**src/rtl/bus_arbiter_if.sv**
```systemverilog
// Shared-memory arbiter bus bundle: CPU, Maria DMA and host requesters,
// the arbitrated memory bus and the halt/ownership status outputs.
interface bus_arbiter_if #(
    parameter int ADDR_W = 16
);
    logic              enable;
    logic              cpu_cycle_end;
    logic [ADDR_W-1:0] cpu_addr;
    logic [7:0]        cpu_wdata;
    logic              cpu_we;
    logic              dma_req;
    logic [ADDR_W-1:0] dma_addr;
    logic              dma_gnt;
    logic              host_req;
    logic [ADDR_W-1:0] host_addr;
    logic [7:0]        host_wdata;
    logic              host_we;
    logic              host_gnt;
    logic [ADDR_W-1:0] mem_addr;
    logic [7:0]        mem_wdata;
    logic              mem_we;
    logic              halt_b;
    logic [1:0]        owner;
    logic [15:0]       halt_cycles;

    // Arbiter side
    modport slave (
        input  enable, cpu_cycle_end, cpu_addr, cpu_wdata, cpu_we,
        input  dma_req, dma_addr, host_req, host_addr, host_wdata, host_we,
        output dma_gnt, host_gnt, mem_addr, mem_wdata, mem_we,
        output halt_b, owner, halt_cycles
    );

    // Requester / system side
    modport master (
        output enable, cpu_cycle_end, cpu_addr, cpu_wdata, cpu_we,
        output dma_req, dma_addr, host_req, host_addr, host_wdata, host_we,
        input  dma_gnt, host_gnt, mem_addr, mem_wdata, mem_we,
        input  halt_b, owner, halt_cycles
    );
endinterface

```
**src/rtl/bus_arbiter.sv**
```systemverilog
// Shared memory arbiter: the 6502 owns the bus until DMA or host asks for it;
// the CPU is then halted, a fixed latency elapses, and grants are handed out
// (DMA before host). After the last grant the bus idles through a cooldown and
// is returned to the CPU only on a 6502 cycle boundary.
module bus_arbiter #(
    parameter int HALT_LATENCY = 12,
    parameter int COOLDOWN     = 1,
    parameter int ADDR_W       = 16
) (
    input  logic          sysclk,
    input  logic          reset,
    bus_arbiter_if.slave  bus
);
    // Zero would collapse the wait/cooldown phases, so both floor at one.
    localparam int HL    = (HALT_LATENCY < 1) ? 1 : HALT_LATENCY;
    localparam int CD    = (COOLDOWN < 1) ? 1 : COOLDOWN;
    localparam int CTR_W = $clog2(HL + 1);
    localparam int CD_W  = $clog2(CD + 1);
    localparam logic [CTR_W-1:0] HL_C = CTR_W'(HL);
    localparam logic [CD_W-1:0]  CD_C = CD_W'(CD);

    typedef enum logic [2:0] {
        S_CPU, S_HALT_WAIT, S_DMA, S_HOST, S_RELEASE
    } state_t;

    state_t            state, state_nx;
    logic [CTR_W-1:0]  ctr, ctr_nx;
    logic [CD_W-1:0]   cool, cool_nx;
    logic              halt_nx, dma_gnt_nx, host_gnt_nx;
    logic [1:0]        owner_nx;
    logic [15:0]       hc_nx;
    logic              dma_act;

    assign dma_act = bus.dma_req & bus.enable;

    // Next state, counters, and the registered output values for next cycle
    always_comb begin
        state_nx = state;
        ctr_nx   = ctr;
        cool_nx  = cool;
        case (state)
            S_CPU: begin
                if (dma_act || bus.host_req) begin
                    state_nx = S_HALT_WAIT;
                    ctr_nx   = CTR_W'(1);
                end
            end
            S_HALT_WAIT: begin
                if (ctr == HL_C) begin
                    ctr_nx = '0;
                    if (dma_act)           state_nx = S_DMA;
                    else if (bus.host_req) state_nx = S_HOST;
                    else begin
                        state_nx = S_RELEASE;
                        cool_nx  = CD_C;
                    end
                end else begin
                    ctr_nx = ctr + CTR_W'(1);
                end
            end
            S_DMA: begin
                if (!dma_act) begin
                    if (bus.host_req) state_nx = S_HOST;
                    else begin
                        state_nx = S_RELEASE;
                        cool_nx  = CD_C;
                    end
                end
            end
            S_HOST: begin
                if (dma_act) state_nx = S_DMA;
                else if (!bus.host_req) begin
                    state_nx = S_RELEASE;
                    cool_nx  = CD_C;
                end
            end
            S_RELEASE: begin
                // New requests reclaim the bus directly; the CPU is still halted.
                if (dma_act)                state_nx = S_DMA;
                else if (bus.host_req)      state_nx = S_HOST;
                else if (cool != '0)        cool_nx  = cool - CD_W'(1);
                else if (bus.cpu_cycle_end) state_nx = S_CPU;
            end
            default: state_nx = S_CPU;
        endcase

        halt_nx     = (state_nx == S_CPU);
        dma_gnt_nx  = (state_nx == S_DMA);
        host_gnt_nx = (state_nx == S_HOST);
        case (state_nx)
            S_DMA:     owner_nx = 2'd1;
            S_HOST:    owner_nx = 2'd2;
            S_RELEASE: owner_nx = 2'd3;
            default:   owner_nx = 2'd0;
        endcase
        if (halt_nx)                    hc_nx = '0;
        else if (bus.halt_cycles == '1) hc_nx = bus.halt_cycles;
        else                            hc_nx = bus.halt_cycles + 16'd1;
    end

    // State and registered outputs
    always_ff @(posedge sysclk or posedge reset) begin
        if (reset) begin
            state           <= S_CPU;
            ctr             <= '0;
            cool            <= '0;
            bus.halt_b      <= 1'b1;
            bus.dma_gnt     <= 1'b0;
            bus.host_gnt    <= 1'b0;
            bus.owner       <= 2'd0;
            bus.halt_cycles <= '0;
        end else begin
            state           <= state_nx;
            ctr             <= ctr_nx;
            cool            <= cool_nx;
            bus.halt_b      <= halt_nx;
            bus.dma_gnt     <= dma_gnt_nx;
            bus.host_gnt    <= host_gnt_nx;
            bus.owner       <= owner_nx;
            bus.halt_cycles <= hc_nx;
        end
    end

    // Memory bus steered by the current owner
    always_comb begin
        bus.mem_addr  = '0;
        bus.mem_wdata = '0;
        bus.mem_we    = 1'b0;
        case (bus.owner)
            2'd0: begin
                bus.mem_addr  = bus.cpu_addr;
                bus.mem_wdata = bus.cpu_wdata;
                bus.mem_we    = bus.cpu_we;
            end
            2'd1: bus.mem_addr = bus.dma_addr;
            2'd2: begin
                bus.mem_addr  = bus.host_addr;
                bus.mem_wdata = bus.host_wdata;
                bus.mem_we    = bus.host_we & bus.host_gnt;
            end
            default: ;
        endcase
    end
endmodule

```
**src/flat_wrapper.sv**
```systemverilog
// flat-port wrapper written by rule: the top's interface ports become plain ports
module bus_arbiter_flat 
#(
    parameter int HALT_LATENCY = 12,
    parameter int COOLDOWN     = 1,
    parameter int ADDR_W       = 16
)
  (sysclk, reset, bus_enable, bus_cpu_cycle_end, bus_cpu_addr, bus_cpu_wdata, bus_cpu_we, bus_dma_req, bus_dma_addr, bus_host_req, bus_host_addr, bus_host_wdata, bus_host_we, bus_dma_gnt, bus_host_gnt, bus_mem_addr, bus_mem_wdata, bus_mem_we, bus_halt_b, bus_owner, bus_halt_cycles);
  bus_arbiter_if #(.ADDR_W(ADDR_W)) bus_i ();
  input  logic sysclk;
  input  logic reset;
  input wire logic [$bits(bus_i.enable)-1:0] bus_enable;
  input wire logic [$bits(bus_i.cpu_cycle_end)-1:0] bus_cpu_cycle_end;
  input wire logic [$bits(bus_i.cpu_addr)-1:0] bus_cpu_addr;
  input wire logic [$bits(bus_i.cpu_wdata)-1:0] bus_cpu_wdata;
  input wire logic [$bits(bus_i.cpu_we)-1:0] bus_cpu_we;
  input wire logic [$bits(bus_i.dma_req)-1:0] bus_dma_req;
  input wire logic [$bits(bus_i.dma_addr)-1:0] bus_dma_addr;
  input wire logic [$bits(bus_i.host_req)-1:0] bus_host_req;
  input wire logic [$bits(bus_i.host_addr)-1:0] bus_host_addr;
  input wire logic [$bits(bus_i.host_wdata)-1:0] bus_host_wdata;
  input wire logic [$bits(bus_i.host_we)-1:0] bus_host_we;
  output wire logic [$bits(bus_i.dma_gnt)-1:0] bus_dma_gnt;
  output wire logic [$bits(bus_i.host_gnt)-1:0] bus_host_gnt;
  output wire logic [$bits(bus_i.mem_addr)-1:0] bus_mem_addr;
  output wire logic [$bits(bus_i.mem_wdata)-1:0] bus_mem_wdata;
  output wire logic [$bits(bus_i.mem_we)-1:0] bus_mem_we;
  output wire logic [$bits(bus_i.halt_b)-1:0] bus_halt_b;
  output wire logic [$bits(bus_i.owner)-1:0] bus_owner;
  output wire logic [$bits(bus_i.halt_cycles)-1:0] bus_halt_cycles;
  assign bus_i.enable = bus_enable;
  assign bus_i.cpu_cycle_end = bus_cpu_cycle_end;
  assign bus_i.cpu_addr = bus_cpu_addr;
  assign bus_i.cpu_wdata = bus_cpu_wdata;
  assign bus_i.cpu_we = bus_cpu_we;
  assign bus_i.dma_req = bus_dma_req;
  assign bus_i.dma_addr = bus_dma_addr;
  assign bus_i.host_req = bus_host_req;
  assign bus_i.host_addr = bus_host_addr;
  assign bus_i.host_wdata = bus_host_wdata;
  assign bus_i.host_we = bus_host_we;
  assign bus_dma_gnt = bus_i.dma_gnt;
  assign bus_host_gnt = bus_i.host_gnt;
  assign bus_mem_addr = bus_i.mem_addr;
  assign bus_mem_wdata = bus_i.mem_wdata;
  assign bus_mem_we = bus_i.mem_we;
  assign bus_halt_b = bus_i.halt_b;
  assign bus_owner = bus_i.owner;
  assign bus_halt_cycles = bus_i.halt_cycles;
  bus_arbiter #(.HALT_LATENCY(HALT_LATENCY), .COOLDOWN(COOLDOWN), .ADDR_W(ADDR_W)) u_core (.sysclk(sysclk), .reset(reset), .bus(bus_i));
endmodule
```
**config.mk**
```make
export PLATFORM = sky130hd
export DESIGN_NAME = bus_arbiter_flat
export DESIGN_NICKNAME = d
export VERILOG_FILES = /design/src/rtl/bus_arbiter_if.sv /design/src/rtl/bus_arbiter.sv /design/src/flat_wrapper.sv
export SDC_FILE = /design/constraint.sdc
export NUM_CORES = 1
export LEC_CHECK = 0
export CAP_MARGIN = 10
export CORE_MARGIN = 8
export CORE_UTILIZATION = 37
export CTS_CLUSTER_SIZE = 8
export DETAILED_ROUTE_END_ITERATION = 7
export GPL_ROUTABILITY_DRIVEN = 1
export HOLD_SLACK_MARGIN = 0.15
export PLACE_DENSITY = 0.81
export SYNTH_ARGS = -nofsm -noshare
export SYNTH_HDL_FRONTEND = slang
export SYNTH_SLANG_ARGS = --single-unit
```
**constraint.sdc**
```tcl
create_clock -name sysclk -period 1.9 [get_ports sysclk]
set_input_delay 0.38 -clock sysclk [delete_from_list [all_inputs] [get_ports sysclk]]
set_output_delay 0.38 -clock sysclk [all_outputs]
set_load 0.005 [all_outputs]
```
==> qor.yml <==
power_and_ir_drop:
  finalPower_mw: 3.77
  power_per_cell_area_nw_per_um2: 1090
  vdd_drop_max_uv: 970
  leakagePower_nw: 1.41
timing:
  worst_slew_pin_slew_ps: 429
  setup_viol_count_final: 0
  clock_skew_ps: 3.98
  max_slew_margin_pct: 71.4
  report.final.slew_viol_count: 0
  fmax_mhz: 527
  rsz0062_at_grt: "yes"
  finalSetupTns_ps: 0
  post-route-min-period_ps: 1900
  hold_viol_final: 0
  finalCritPeriodShare_pct: 99.8
  whs_ps: 395
floorplanning:
  io_pins: 118
  row_count: 26
  initial_core_util_pct: 37.6
  core_sq_um: 5040
  dieArea_sq_um: 7670
  die_y_um: 87.6
  die-width_um: 87.6
place:
  place_hpwl_mm: 5.87
  io_buffer_count: 117
  routabilityCongestion: 0.875
layout:
  antenna_cells: 0
  multiInputGateArea_sq_um: 1130
  layout-drive-gt1-share_pct: 12.9
  layout_common_cells: "clkdlybuf4s50_1 (92), dfrtp_1 (27), nand2_1 (26)"
  seqCellArea_sq_um: 728
  fin_nets: 437
  final_common_cell: "clkdlybuf4s50_1"
  fill_cells: 388
  syn2layout_area_growth_pct: 82.5
route:
  dr_total_vias: 2329
  first_pass_iters: 5
  finalWirelength_mm: 7.72
  postRouteAntennaNets: 0
  dr.first_iter.drc_count: 111
  wl_per_cell_um: 17.8
  drcViolationCount: 0
  routed_via_density: 5.38
clock_tree:
  clock_latency_ps: 280
  root_buffer: "clkbuf_8"
  clockBufferDepth: 2
  cts_tree: "built"
  clk_pin_slew_ps: 70
  clock-sinks: 29
  cts_buffers: 5
  htree_levels: 2
synthesis:
  synth_area_sq_um: 1900
  netlist_top_cells_area: "dfrtp_1 (37%), mux2i_1 (13%), o21ai_0 (7.7%)"
  synth_cell_types: 41
  syn_area_per_cell_sq_um: 8.43
  synth-seq-cells: 29
  synth.yosys.seq_area_share_pct: 38.3
  yosysTopAreaCell: "dfrtp_1"
  syn_nets: 300
  yosysWarningCount: 0
  syn_inst: 225
  synth_top_area_share_pct: 36.9
global_route:
  grt_pass1_vias: 2107
  track_usage_pct: 17.8
  grt_pass1_wl_mm: 10.8
  antenna_found_initial: 0
  grt_max_degree: 21
  grt_overflow: 0
setup_path:
  cp-end-kind: "output port"
  cp.arrival_ps: 1520
  cp.required_ps: 1520
  cp_max_fo: 7
  cp-start-kind: "flop"
  worst-setup-path-type: "reg -> out"
run:
  drv_cap: 0
min_path:
  holdCritPathClass: "in -> async"
run_status:
  outcome: "completed"
[power breakdown]
part | switching, mW | leakage (nW) | internal [mW]
combinational | 0.936 | 0.978 | 1.26
sequential | 0.217 | 0.379 | 0.791
clock | 0.241 | 0.0542 | 0.327
[synthesized netlist by cell type (all sizes together)]
cell type and number:
nand4 4, inv 7, nand3 7, or2 1, a21o 1, nand3b 1, nor4 3, o21a 1
xor2 1, and3 1, mux2i 25, a32o 2, o31ai 5, o22a 1, o21ai 29, dfstp 1
nand2b 1, or4 3, a211oi 2, and2 1, a31oi 1, dfrtp 28, clkbuf 8, a21oi 11
nor2b 3, nor2 24, a22oi 2, ha 3, nand2 26, a22o 1, o211ai 1, and4 2
buf 3, nor3 9, or3 4, a311oi 1, o32a 1
[worst max-delay path, cell delays in order (launching register included)]
cell,delay (ps)
dfrtp_2,480
nor2b_4,160
buf_4,160
nand2_1,80
o21ai_0,90
dlygate4sd2_1,270
[logic make-up after synthesis]
group,share of synthesized area (%)
simple gates,23.7
xor+xnor,0.462
fa+ha+maj,1.98
mux,13.2
compound gates,18.6
buf+inv,3.69
flops,38.3
[path summary, 6_finish.rpt]
path / start / to / slack, ps / depth (start not counted)
min reg2reg: u_core.cool$_DFFE_PP0P_ / u_core.cool$_DFFE_PP0P_ / 540 / 1
max: u_core.bus.owner[0]$_DFF_PP0_ / bus_mem_addr[12] / 3 / 5
max in group asynchronous: reset / u_core.bus.owner[0]$_DFF_PP0_ / 1040 / 3
min: reset / u_core.bus.halt_cycles[7]$_DFFE_PP0P_ / 400 / 2
min in group sysclk: u_core.cool$_DFFE_PP0P_ / u_core.cool$_DFFE_PP0P_ / 540 / 1
max reg2reg: u_core.bus.halt_cycles[4]$_DFFE_PP0P_ / u_core.bus.halt_cycles[13]$_DFFE_PP0P_ / 160 / 4
[per-layer routing]
layer / vias to the layer above / part of all wire, % / track usage [%]
met3: 14 / 10 / 6.57
met4: 0 / 1.8 / 5.16
met5: - / 0 / 0
met2: 133 / 48 / 31.2
li1: 1093 / - / -
met1: 1089 / 40 / 19.7
[final cells by class]
type                    instances  area share, %
repair buffers                141           40.2
multi-input cells             178           32.5
flip-flops and latches         29           21.0
clock buffers                   7           2.78
well taps                      70           2.53
inverters                       7          0.759
clock inverters                 1          0.145
[flip-flops by register name, indices dropped and copies added, names as in the netlist]
name                    count
u_core.ctr                  4
u_core.bus.halt_b           1
u_core.bus.owner            2
u_core.bus.host_gnt         1
u_core.cool                 1
u_core.bus.halt_cycles     16
u_core.bus.dma_gnt          1
u_core.state                3
[metrics by stage]
step                area, sq um  worst slack [ps]  utilization (%)  instances
CTS                        3390              -148             67.2        429
floorplan                  1900              42.7                -        225
global route               3460             -61.7             68.6        433
finish                     3460              3.19             68.6        433
global placement           3280              -113             65.0        418
detailed placement         3280              -158             65.0        418
[timing repair]
action                     CTS  global route
hold buffers                 0             0
setup endpoints to repair   25            12
cloned                       0             2
setup buffers                3             2
resized for setup           31            32
(Power assumes the default switching activity.)
